File: config.mk
export PLATFORM = sky130hd
export DESIGN_NAME = seq_emitter_flat
export DESIGN_NICKNAME = d
export VERILOG_FILES = /design/src/rtl/seq_emitter_if.sv /design/src/rtl/seq_emitter.sv /design/src/flat_wrapper.sv
export SDC_FILE = /design/constraint.sdc
export NUM_CORES = 1
export LEC_CHECK = 0
export BUFFER_PORTS_ARGS = -buffer_cell sky130_fd_sc_hd__buf_2
export CAP_MARGIN = 0
export CORE_MARGIN = 8
export CORE_UTILIZATION = 60
export DETAILED_ROUTE_END_ITERATION = 12
export PLACE_DENSITY = 0.78
export RECOVER_POWER = 50
export SLEW_MARGIN = 20
export SYNTH_ARGS = -nofsm -noshare
export SYNTH_HDL_FRONTEND = slang
export SYNTH_SLANG_ARGS = --single-unit
File: constraint.sdc
create_clock -name clk -period 3.9 [get_ports clk]
set_input_delay 0.195 -clock clk [delete_from_list [all_inputs] [get_ports clk]]
set_output_delay 0.195 -clock clk [all_outputs]
set_load 0.1 [all_outputs]
File: src/rtl/seq_emitter_if.sv
// Stimulus-side bundle for seq_emitter: run request/config in, symbol stream and status out.
interface seq_emitter_if #(
  parameter int unsigned CNT_W = 4
);
  logic             start;
  logic [CNT_W-1:0] reps;
  logic [CNT_W-1:0] gap;
  logic             abort;
  logic [1:0]       num;
  logic             busy;
  logic             done;
  logic [CNT_W-1:0] sent;

  modport master (output start, reps, gap, abort, input num, busy, done, sent);
  modport slave  (input start, reps, gap, abort, output num, busy, done, sent);
endinterface

File: src/rtl/seq_emitter.sv
// Emits reps copies of the 01,10,11 pattern, each symbol held HOLD cycles,
// with gap idle cycles between patterns. Abortable; reports sent count and done.
module seq_emitter #(
  parameter int unsigned HOLD  = 1,
  parameter int unsigned CNT_W = 4
) (
  input  logic        clk,
  input  logic        rst_n,
  seq_emitter_if.slave bus
);

  typedef enum logic [2:0] {StIdle, StSym1, StSym2, StSym3, StGap} state_e;

  localparam logic [CNT_W-1:0] HoldLast = CNT_W'(HOLD - 1);

  state_e           state_q, state_d;
  logic [CNT_W-1:0] reps_q, reps_d;
  logic [CNT_W-1:0] gap_q, gap_d;
  logic [CNT_W-1:0] sent_q, sent_d;
  logic [CNT_W-1:0] hold_q, hold_d;
  logic [CNT_W-1:0] gcnt_q, gcnt_d;
  logic [1:0]       num_q, num_d;
  logic             busy_q, busy_d;
  logic             done_q, done_d;

  logic             hold_end;
  logic [CNT_W-1:0] sent_inc;

  assign hold_end = (hold_q == HoldLast);
  assign sent_inc = sent_q + 1'b1;

  always_comb begin
    state_d = state_q;
    reps_d  = reps_q;
    gap_d   = gap_q;
    sent_d  = sent_q;
    hold_d  = hold_q;
    gcnt_d  = gcnt_q;
    done_d  = 1'b0;

    unique case (state_q)
      StIdle: begin
        if (bus.start && (bus.reps != '0)) begin
          reps_d  = bus.reps;
          gap_d   = bus.gap;
          sent_d  = '0;
          hold_d  = '0;
          gcnt_d  = '0;
          state_d = StSym1;
        end
      end
      StSym1: begin
        if (hold_end) begin
          hold_d  = '0;
          state_d = StSym2;
        end else begin
          hold_d = hold_q + 1'b1;
        end
      end
      StSym2: begin
        if (hold_end) begin
          hold_d  = '0;
          state_d = StSym3;
        end else begin
          hold_d = hold_q + 1'b1;
        end
      end
      StSym3: begin
        if (hold_end) begin
          hold_d = '0;
          sent_d = sent_inc;
          if (sent_inc == reps_q) begin
            state_d = StIdle;
            done_d  = 1'b1;
          end else if (gap_q == '0) begin
            state_d = StSym1;
          end else begin
            gcnt_d  = '0;
            state_d = StGap;
          end
        end else begin
          hold_d = hold_q + 1'b1;
        end
      end
      StGap: begin
        if (gcnt_q == gap_q - 1'b1) begin
          gcnt_d  = '0;
          state_d = StSym1;
        end else begin
          gcnt_d = gcnt_q + 1'b1;
        end
      end
      default: state_d = StIdle;
    endcase

    // Abort overrides everything above but keeps the partial sent count.
    if ((state_q != StIdle) && bus.abort) begin
      state_d = StIdle;
      done_d  = 1'b0;
      sent_d  = sent_q;
      hold_d  = '0;
      gcnt_d  = '0;
    end

    busy_d = (state_d != StIdle);
    case (state_d)
      StSym1:  num_d = 2'b01;
      StSym2:  num_d = 2'b10;
      StSym3:  num_d = 2'b11;
      default: num_d = 2'b00;
    endcase
  end

  always_ff @(posedge clk or negedge rst_n) begin
    if (!rst_n) begin
      state_q <= StIdle;
      reps_q  <= '0;
      gap_q   <= '0;
      sent_q  <= '0;
      hold_q  <= '0;
      gcnt_q  <= '0;
      num_q   <= 2'b00;
      busy_q  <= 1'b0;
      done_q  <= 1'b0;
    end else begin
      state_q <= state_d;
      reps_q  <= reps_d;
      gap_q   <= gap_d;
      sent_q  <= sent_d;
      hold_q  <= hold_d;
      gcnt_q  <= gcnt_d;
      num_q   <= num_d;
      busy_q  <= busy_d;
      done_q  <= done_d;
    end
  end

  assign bus.num  = num_q;
  assign bus.busy = busy_q;
  assign bus.done = done_q;
  assign bus.sent = sent_q;

endmodule
File: src/flat_wrapper.sv
// flat-port wrapper written by rule: the top's interface ports become plain ports
module seq_emitter_flat 
#(
  parameter int unsigned HOLD  = 1,
  parameter int unsigned CNT_W = 4
)
  (clk, rst_n, bus_start, bus_reps, bus_gap, bus_abort, bus_num, bus_busy, bus_done, bus_sent);
  seq_emitter_if #(.CNT_W(CNT_W)) bus_i ();
  input  logic clk;
  input  logic rst_n;
  input wire logic [$bits(bus_i.start)-1:0] bus_start;
  input wire logic [$bits(bus_i.reps)-1:0] bus_reps;
  input wire logic [$bits(bus_i.gap)-1:0] bus_gap;
  input wire logic [$bits(bus_i.abort)-1:0] bus_abort;
  output wire logic [$bits(bus_i.num)-1:0] bus_num;
  output wire logic [$bits(bus_i.busy)-1:0] bus_busy;
  output wire logic [$bits(bus_i.done)-1:0] bus_done;
  output wire logic [$bits(bus_i.sent)-1:0] bus_sent;
  assign bus_i.start = bus_start;
  assign bus_i.reps = bus_reps;
  assign bus_i.gap = bus_gap;
  assign bus_i.abort = bus_abort;
  assign bus_num = bus_i.num;
  assign bus_busy = bus_i.busy;
  assign bus_done = bus_i.done;
  assign bus_sent = bus_i.sent;
  seq_emitter #(.HOLD(HOLD), .CNT_W(CNT_W)) u_core (.clk(clk), .rst_n(rst_n), .bus(bus_i));
endmodule
==> results of run 1 <==
## per-stage QoR
step | instance area [um^2] | power [W] | hold WS [ns]
2_1_floorplan | 1593 | 0.0009819 | -0.1006
3_3_place_gp | 1697 | 0.001062 | 0.2252
3_5_place_dp | 1697 | 0.001081 | 0.2373
4_1_cts | 1733 | 0.001201 | 0.09177
5_1_grt | 1727 | 0.001262 | 0.08261
6_report | 1727 | 0.001186 | 0.09371
## state kept, by name, summed over array words and instances (netlist names)
register and cells:
u_core.bus.sent 4, u_core.gap_q 4, u_core.state_q 3, u_core.gcnt_q 4, u_core.bus.busy 1, u_core.bus.num 2, u_core.reps_q 4, u_core.hold_q 4
u_core.bus.done 1
## layer usage
metal,up-vias,wire length [um],track usage
li1,567,-,-
met1,553,1427,0.1834
met2,21,1322,0.2189
met3,4,117,0.02815
met4,0,40,0.04700
met5,-,0,0
## worst register-to-register path, delay by kind of cell (launching register included)
family,cells,cell delay [ns]
flip-flops,1,0.44
AO/OA/AOI/OAI,4,0.74
adder cells (fa/ha/maj),1,0.16
buffers and inverters,1,0.09
AND/OR/NAND/NOR,1,0.38
## layout make-up
cell class,count,area (um^2),share of cell area
clock buffer,4,26.28,0.01522
multi-input combinational,107,873.3,0.5058
timing repair buffer,20,98.84,0.05725
sequential,27,675.6,0.3913
inverter,4,15.01,0.008696
tap,30,37.54,0.02174
## cells by family (layout without fill, tap and decap cells)
logic type | count (synthesis) | after routing
AND/OR/NAND/NOR | 42 | 42
AO/OA/AOI/OAI | 36 | 36
flip-flops | 27 | 27
XOR/XNOR | 13 | 13
multiplexers | 10 | 10
buffers and inverters | 8 | 28
adder cells (fa/ha/maj) | 6 | 6
## worst min-delay path by stage
stage                  endpoint  cells after the start        from  slack [ns]
6_report        u_core.gap_q[3]                      2  bus_gap[3]        0.09
3_5_place_dp   u_core.hold_q[2]                      1       rst_n        0.24
5_1_grt         u_core.gap_q[0]                      2  bus_gap[0]        0.08
4_1_cts         u_core.gap_q[3]                      2  bus_gap[3]        0.09
3_3_place_gp   u_core.hold_q[2]                      1       rst_n        0.23
2_1_floorplan   u_core.bus.busy                      0       rst_n       -0.10
## report_power, final
part | internal (W) | switching (W) | total (W)
combinational | 0.000232 | 0.000388 | 0.000620
clock | 0.0000400 | 0.0000800 | 0.000120
sequential | 0.000357 | 0.0000893 | 0.000446
total | 0.000628 | 0.000557 | 0.00119
## what timing repair did
item                                    in CTS  in global routing
hold endpoints to repair                    27                  0
hold buffers                                 1                  0
endpoints found under the setup margin       0                  0
## layout by cell type (no fill, tap or decap), types with 2 or more instances in the layout
master	synthesis	final
a21oi_1	4	4
a22o_1	2	2
and3_1	4	4
buf_2	1	14
clkbuf_1	0	6
clkbuf_4	0	3
dfrtp_1	27	27
ha_1	6	6
inv_1	4	4
mux2_2	10	10
nand2_1	6	6
nand2b_1	2	2
nand3_1	4	4
nor2_1	6	6
nor2b_1	2	2
nor3_1	5	5
o21ai_0	3	3
o21ai_1	9	9
o221ai_1	2	2
o22ai_1	2	2
xnor2_1	5	5
xnor2_2	2	2
xor2_1	5	5
==> flow_summary.yaml, run 1 <==
synth:
  yosys_warnings: 0
  ys_top_cells_by_count: "dfrtp_1, mux2_2, o21ai_1"
  synth_area_leaders: "dfrtp_1, mux2_2, ha_1, o21ai_1, xnor2_1"
  avgSynthCellArea_um2: 11.22
  synth_edf_count: 0
  synth_adder_area_share: 0.04713
  yosysMostFrequentCell: "dfrtp_1"
  ys_ff_latch: 27
  syn_inst: 142
  synth_xor_area_frac: 0.08562
  synth_fp_nets: 160
  yosys.area.top_type: "dfrtp_1"
  synth_area_mm2: 0.001593
  synthMuxAreaShare: 0.07070
  synthFlopType: "dfrtp_1"
  ys_async_sr_fraction: 1.000
  synth_top_area_frac: 0.4242
  synth_compound_area_frac: 0.1697
  yosys.area_share.simple: 0.1752
  ys_seq_area_frac: 0.4242
  synth_top_family_by_area: "simple AND/OR/NAND/NOR gates"
  synth_cell_types: 52
drt:
  routedWlPerCell_um: 15.14
  via_per_inst: 5.964
  finalWirelength_um: 2907
  drtPass1Iterations: 4
  ant_nets: 0
  drc: 0
  via_count: 1145
  dr.first_iter.drc_count: 86
power:
  ir_drop_v: 0.0006056
  power_leakage_nw: 0.8031
  powerDensity_mw_per_mm2: 686.8
clock_tree:
  cts_sinks: 27
  cts_buffers: 3
  cts_resized: 0
  htreeDepth: 1
  worstSkewPairLatency_ns: 0.32
  clk_path_buf_depth: 2
  cts_setup_buffers: 0
  clock-root-buffer: "clkbuf_4"
  clkSlewWorstSetupHoldPaths_ns: 0.15
  cts_tree: "built"
worst_setup_path:
  path_cells: "inv_1, ha_1, nor3b_4, o21ai_1, o211ai_2, o21ai_2, a211o_1"
  r2r_end: "u_core.gcnt_q[3]"
  crit_start: "u_core.hold_q[1]"
  worst-r2r-cell-count: 7
  crit_buf_inv: 1
  cp_slowest_cell: "dfrtp_1"
  r2r_start: "u_core.hold_q[1]"
  cp-endpoint: "u_core.gcnt_q[3]"
  worstSetupPathDepth: 7
  slowest_delay_ns: 0.44
  critPathRequiredTime_ns: 4.11
  path_delay_family: "compound AO/OA/AOI/OAI gates"
  cp_max_fo: 10
  cp-end-kind: "flip-flop"
  crit_path_start_kind: "flip-flop"
  crit_arrival_ns: 2.13
  critPathKind: "reg -> reg"
  reg2reg_slack_ns: 1.99
timing:
  rsz0062_at_grt: "no"
  max_freq_ghz: 0.5224
  slew_headroom: 0.01703
  fin_crit_ns: 1.914
  finalHoldViolCount: 0
  fin_crit_sh: 0.4909
  setup_ws_ns: 1.986
  fin_worst_skew_ns: 0.009442
  tightest_slew_ns: 1.474
  finalSetupTns_ns: 0
  setup_viol: 0
  slew_violations: 0
cells_and_area:
  drive_gt1_frac: 0.2593
  fill_cells: 208
  utilization: 0.6907
  fin_nets: 181
  n_antenna_cell: 0
  area_growth_pct: 8.406
  final_cells: 192
floorplan:
  start_util: 0.6371
  core_mm2: 0.002500
  die_y_um: 67.53
  num_rows: 18
  io_pins: 20
  dieArea_mm2: 0.004560
  die_w_um: 67.53
place:
  place_inst: 187
  gp_congestion: 0.8949
  post-place-ws_ns: 2.010
  io_buffers: 19
  dp_hpwl_um: 2213
job:
  timing.max_cap.violations: 0
hold_path:
  hold_class: "in -> reg"
grt:
  antenna_found_initial: 0
  grt_pass1_vias: 1119
  grt_pass1_wl_um: 4933
  grt_max_degree: 28
  gr-usage-all-layers: 0.1382
  gr-total-overflow: 0
outcome:
  status: "finished, final reports clean"
(Power assumes the default switching activity.)
==> run 2, diff against run 1 <==
--- a/config.mk
+++ b/config.mk
@@ -8,9 +8,9 @@
 export BUFFER_PORTS_ARGS = -buffer_cell sky130_fd_sc_hd__buf_2
 export CAP_MARGIN = 0
 export CORE_MARGIN = 8
-export CORE_UTILIZATION = 60
+export CORE_UTILIZATION = 51
 export DETAILED_ROUTE_END_ITERATION = 12
-export PLACE_DENSITY = 0.78
+export PLACE_DENSITY = 0.7
 export RECOVER_POWER = 50
 export SLEW_MARGIN = 20
 export SYNTH_ARGS = -nofsm -noshare
==> constraint.sdc (replaced) <==
create_clock -name clk -period 1.6 [get_ports clk]
set_input_delay 0.08 -clock clk [delete_from_list [all_inputs] [get_ports clk]]
set_output_delay 0.08 -clock clk [all_outputs]
set_load 0.1 [all_outputs]
==> run 2 against run 1 <==
The run now ends with negative setup slack left. Sequential share of layout area shrank 7.4 points. Maximum frequency grew 11%. Sequential power grew 140%. Register-to-register slack lost 2.1 ns. Global-route usage grew 1.8 points. Routed wire length grew 31%. Worst hold slack lost 0.088 ns. First-iteration DRC count shrank 34%. Critical endpoint is now u_core.gcnt_q[0]. Largest cell class unchanged. Highest routed layer unchanged.
==> flow_summary.yaml, run 2 (same netlist as run 1, synthesis figures left out) <==
place:
  gp_congestion: 0.9367
  dp_hpwl_um: 2715
  post-place-ws_ns: -0.1285
  place_inst: 214
  io_buffers: 19
clock_tree:
  htreeDepth: 1
  clk_path_buf_depth: 2
  worstSkewPairLatency_ns: 0.32
  cts_tree: "built"
  clkSlewWorstSetupHoldPaths_ns: 0.15
  clock-root-buffer: "clkbuf_4"
  cts_sinks: 27
  cts_buffers: 3
timing:
  setup_viol: 10
  finalHoldViolCount: 0
  tightest_slew_ns: 0.6729
  hold_ws_ns: 0.005313
  rsz0062_at_grt: "yes"
  slew_violations: 0
  max_freq_ghz: 0.5775
  setup_ws_ns: -0.1315
  fin_crit_sh: 1.082
  fin_crit_ns: 1.731
  slew_headroom: 0.5514
  fin_worst_skew_ns: 0.009321
cells_and_area:
  final_cell_mix: "buf_4, dfrtp_1, buf_2"
  utilization: 0.7229
  n_antenna_cell: 0
  layout_commonest_cell: "buf_4"
  area_growth_pct: 36.29
  fin_nets: 219
  fill_cells: 209
  drive_gt1_frac: 0.5300
  final_cells: 233
grt:
  gr-usage-met3: 0.02092
  gr-total-overflow: 0
  grt_util_met1: 0.1795
  gr-usage-all-layers: 0.1563
  gr-usage-met2: 0.2915
  antenna_found_initial: 0
  grt_pass1_vias: 1382
  busiest_layer: "met2"
  grt_pass1_wl_um: 6479
  grt_max_degree: 28
floorplan:
  die_y_um: 71.89
  core_mm2: 0.003003
  num_rows: 20
  dieArea_mm2: 0.005167
  die_w_um: 71.89
  io_pins: 20
  start_util: 0.5304
worst_setup_path:
  path_delay_family: "flip-flops"
  cp-endpoint: "u_core.gcnt_q[0]"
  critPathKind: "reg -> reg"
  path_cells: "ha_4, xnor2_2, nand4_1, o21ai_2, mux2_4"
  crit_arrival_ns: 2.00
  slowest_delay_ns: 0.53
  crit_buf_inv: 0
  worstSetupPathDepth: 5
  r2r_end: "u_core.gcnt_q[0]"
  critPathRequiredTime_ns: 1.87
  reg2reg_slack_ns: -0.13
  cp_slowest_cell: "dfrtp_4"
  cp_max_fo: 4
  crit_path_start_kind: "flip-flop"
  crit_start: "u_core.bus.sent[0]"
  cp-end-kind: "flip-flop"
  r2r_start: "u_core.bus.sent[0]"
  worst-r2r-cell-count: 5
power:
  powerDensity_mw_per_mm2: 1666
  ir_drop_v: 0.0009885
  power_leakage_nw: 1.019
drt:
  drtPass1Iterations: 4
  drc: 0
  via_per_inst: 5.652
  finalWirelength_um: 3812
  routedWlPerCell_um: 16.36
  ant_nets: 0
  via_count: 1317
  dr.first_iter.drc_count: 57
job:
  timing.max_cap.violations: 0
hold_path:
  hold_class: "in -> reg"
outcome:
  status: "finished, violations left"
  violations: "negative setup slack"
[run 2: changes by cell type in the layout (fill, tap and decap cells not counted), moves of 4 or more]
cell / delta
ha_4: +4
buf_4: +33
dfrtp_1: -5
inv_2: +4
nor2_1: -4
clkbuf_1: -5
buf_2: +4
dlygate4sd3_1: +4
ha_1: -4
inv_1: -4
[run 2: area by class of cell]
type	instances	area [um^2]	area share
Timing Repair Buffer	58	404.1	0.1862
Tap cell	33	41.29	0.01902
Multi-Input combinational cell	107	994.7	0.4582
Inverter	4	15.01	0.006916
Sequential cell	27	689.4	0.3176
Clock buffer	4	26.28	0.01210
[run 2: metrics by stage]
| stage | instance area, um^2 | TNS [ns] | power [W] |
|---|---|---|---|
| after global routing | 2171 | -1.621 | 0.003820 |
| after global placement | 1909 | -0.3547 | 0.002876 |
| after floorplan | 1622 | -0.3808 | 0.002425 |
| final | 2171 | -0.7613 | 0.003616 |
| after CTS | 2138 | -0.6124 | 0.003563 |
| after detailed placement | 1909 | -0.7248 | 0.002941 |
[run 2: repair_timing]
action | 4_1_cts | 5_1_grt
gates cloned | 0 | 0
endpoints found under the setup margin | 12 | 16
gates resized for setup | 22 | 6
hold buffers | 5 | 0
pin swaps | 10 | 3
setup buffers | 9 | 4
hold endpoints to repair | 31 | 0
[run 2: power by group]
group	switching [W]	internal (W)	total [W]	leakage, nW
registers	0.000201	0.000881	0.00108	0.344
clock network	0.000200	0.0000975	0.000298	0.0150
logic	0.00122	0.00102	0.00224	0.660
[run 2: per-layer routing]
layer	vias up	wire length, um
met5	-	0
met4	0	55
met3	6	99
met2	20	2053
met1	647	1604
li1	644	-
[run 2: worst min-delay path by stage]
stage	from	end	slack (ns)	cells after the start
after floorplan	rst_n	u_core.bus.busy	-0.22	0
after global placement	rst_n	u_core.hold_q[0]	0.11	1
after detailed placement	rst_n	u_core.hold_q[0]	0.13	1
after CTS	bus_reps[2]	u_core.reps_q[2]	0.003	2
after global routing	bus_reps[1]	u_core.reps_q[1]	0.01	2
final	bus_reps[2]	u_core.reps_q[2]	0.005	2
==> run 3, diff against run 2 <==
--- a/config.mk
+++ b/config.mk
@@ -7,10 +7,12 @@
 export LEC_CHECK = 0
 export BUFFER_PORTS_ARGS = -buffer_cell sky130_fd_sc_hd__buf_2
 export CAP_MARGIN = 0
+export CELL_PAD_IN_SITES_DETAIL_PLACEMENT = 0
+export CELL_PAD_IN_SITES_GLOBAL_PLACEMENT = 2
 export CORE_MARGIN = 8
-export CORE_UTILIZATION = 51
+export CORE_UTILIZATION = 30
 export DETAILED_ROUTE_END_ITERATION = 12
-export PLACE_DENSITY = 0.7
+export PLACE_DENSITY = 0.63
 export RECOVER_POWER = 50
 export SLEW_MARGIN = 20
 export SYNTH_ARGS = -nofsm -noshare
==> run 3 against run 2 <==
The flow still finishes with violations (negative setup slack). Routed wire length down 1.9%. Non-clock buffer count is 1 lower. Maximum frequency grew 2.6%. Clock-buffer cell count stayed put. Via count is 2.6% lower. Core utilization down 29 points. Sequential share of layout area is 0.56 points lower. Global-route usage down 5.6 points. Clock skew decreased by 0.0080 ns. Clock power up 33%. Worst hold slack improved by 0.025 ns. Highest routed layer unchanged.
==> flow_summary.yaml, run 3 (same netlist as run 1, synthesis figures left out) <==
clock_tree:
  clkSlewWorstSetupHoldPaths_ns: 0.09
  worstSkewPairLatency_ns: 0.27
  htreeDepth: 1
  cts_buffers: 3
  cts_tree: "built"
  cts_sinks: 27
  clock-root-buffer: "clkbuf_8"
  clk_path_buf_depth: 2
hold_path:
  hold_class: "in -> reg"
timing:
  rsz0062_at_grt: "yes"
  max_freq_ghz: 0.5923
  finalHoldViolCount: 0
  slew_violations: 0
  setup_viol: 6
  slew_headroom: 0.5313
  setup_ws_ns: -0.08822
  tightest_slew_ns: 0.7031
  fin_crit_sh: 1.055
  fin_crit_ns: 1.688
  fin_worst_skew_ns: 0.001339
floorplan:
  die_w_um: 88.87
  io_pins: 20
  start_util: 0.3119
  core_mm2: 0.005107
  die_y_um: 88.87
  num_rows: 26
  dieArea_mm2: 0.007897
grt:
  grt_pass1_vias: 1318
  gr-usage-met2: 0.1772
  gr-usage-met3: 0.01857
  gr-total-overflow: 0
  grt_pass1_wl_um: 6078
  grt_util_met1: 0.1118
  busiest_layer: "met2"
  grt_max_degree: 28
  antenna_found_initial: 0
  gr-usage-all-layers: 0.1004
worst_setup_path:
  path_cells: "inv_2, ha_4, xnor2_2, nor2_2, a31oi_4, and3b_1, a221o_1"
  slowest_delay_ns: 0.40
  crit_path_start_kind: "flip-flop"
  critPathKind: "reg -> reg"
  crit_arrival_ns: 1.86
  cp_max_fo: 6
  cp-end-kind: "flip-flop"
  cp_slowest_cell: "dfrtp_1"
  critPathRequiredTime_ns: 1.77
  reg2reg_slack_ns: -0.09
cells_and_area:
  final_cell_mix: "buf_4, dfrtp_1, buf_2"
  layout_commonest_cell: "buf_4"
  n_antenna_cell: 0
  final_cells: 269
  drive_gt1_frac: 0.5226
  fin_nets: 218
  area_growth_pct: 38.49
outcome:
  status: "finished, violations left"
  violations: "negative setup slack"
drt:
  via_per_inst: 4.770
  ant_nets: 0
  drtPass1Iterations: 4
  routedWlPerCell_um: 13.91
  via_count: 1283
  dr.first_iter.drc_count: 25
  drc: 0
  finalWirelength_um: 3741
place:
  post-place-ws_ns: -0.1286
  dp_hpwl_um: 2845
  gp_congestion: 0.7761
  place_inst: 259
  io_buffers: 19
power:
  power_leakage_nw: 1.017
  powerDensity_mw_per_mm2: 1639
  ir_drop_v: 0.0006458
job:
  timing.max_cap.violations: 0
[run 3: changes by cell type in the layout (fill, tap and decap cells not counted), moves of 2 or more]
cell and delta:
nor2_2 -2, buf_6 +3, nor2_1 +2, clkbuf_4 -3, clkbuf_8 +3, dlygate4sd3_1 -4
[run 3: path summary, 6_finish.rpt]
kind,startpoint,endpoint,depth (start not counted)
hold / removal,bus_gap[3],u_core.gap_q[3],2
max in group asynchronous,rst_n,u_core.bus.sent[1],2
setup / recovery,u_core.gap_q[1],u_core.gcnt_q[2],7
setup reg to reg,u_core.gap_q[1],u_core.gcnt_q[2],7
min in group asynchronous,rst_n,u_core.hold_q[2],2
hold reg to reg,u_core.reps_q[3],u_core.reps_q[3],1
[run 3: where the power goes]
part           switching (W)  internal (W)
sequential          0.000170      0.000882
clock               0.000216      0.000179
combinational        0.00119      0.000979
[run 3: layout make-up]
| cell class | instances | area (um^2) |
|---|---|---|
| fill | 535 | 2902 |
| inverter | 4 | 15.01 |
| sequential | 27 | 688.2 |
| clock buffer | 4 | 45.04 |
| tap | 70 | 87.58 |
| multi-input combinational | 107 | 972.2 |
| timing repair buffer | 57 | 397.9 |
[run 3: stage by stage]
step | power, W | setup TNS (ns) | utilization | hold slack, ns | instance area, um^2
2_1_floorplan | 0.002425 | -0.3808 | - | -0.2156 | 1622
3_3_place_gp | 0.002958 | -0.6573 | 0.3947 | 0.1369 | 2016
3_5_place_dp | 0.002984 | -0.6969 | 0.3947 | 0.1463 | 2016
4_1_cts | 0.003492 | -0.4557 | 0.4206 | 0.02742 | 2148
5_1_grt | 0.003850 | -1.346 | 0.4319 | 0.02225 | 2206
6_report | 0.003616 | -0.3130 | 0.4319 | 0.03034 | 2206
[run 3: per-layer routing]
metal	part of all wire	vias up
met5	0	-
met4	0.024	0
met3	0.032	9
met2	0.52	16
met1	0.43	618
li1	-	640
[run 3: worst max-delay path, delay by kind of cell, from the launching register on]
family / cells / cell delay [ns]
adders and majority gates: 1 / 0.21
DFF: 1 / 0.40
AOI/OAI and AO/OA: 2 / 0.39
buffers and inverters: 1 / 0.08
and+or+nand+nor: 2 / 0.36
xor gates and xnor gates: 1 / 0.14
[run 3: repair_timing]
item | CTS | global route
endpoints found under the setup margin | 11 | 15
hold buffers | 1 | 0
buffers inserted | 6 | 0
hold endpoints to repair | 27 | 0
pin swaps | 5 | 8
gates cloned | 0 | 0
gates resized for setup | 12 | 12
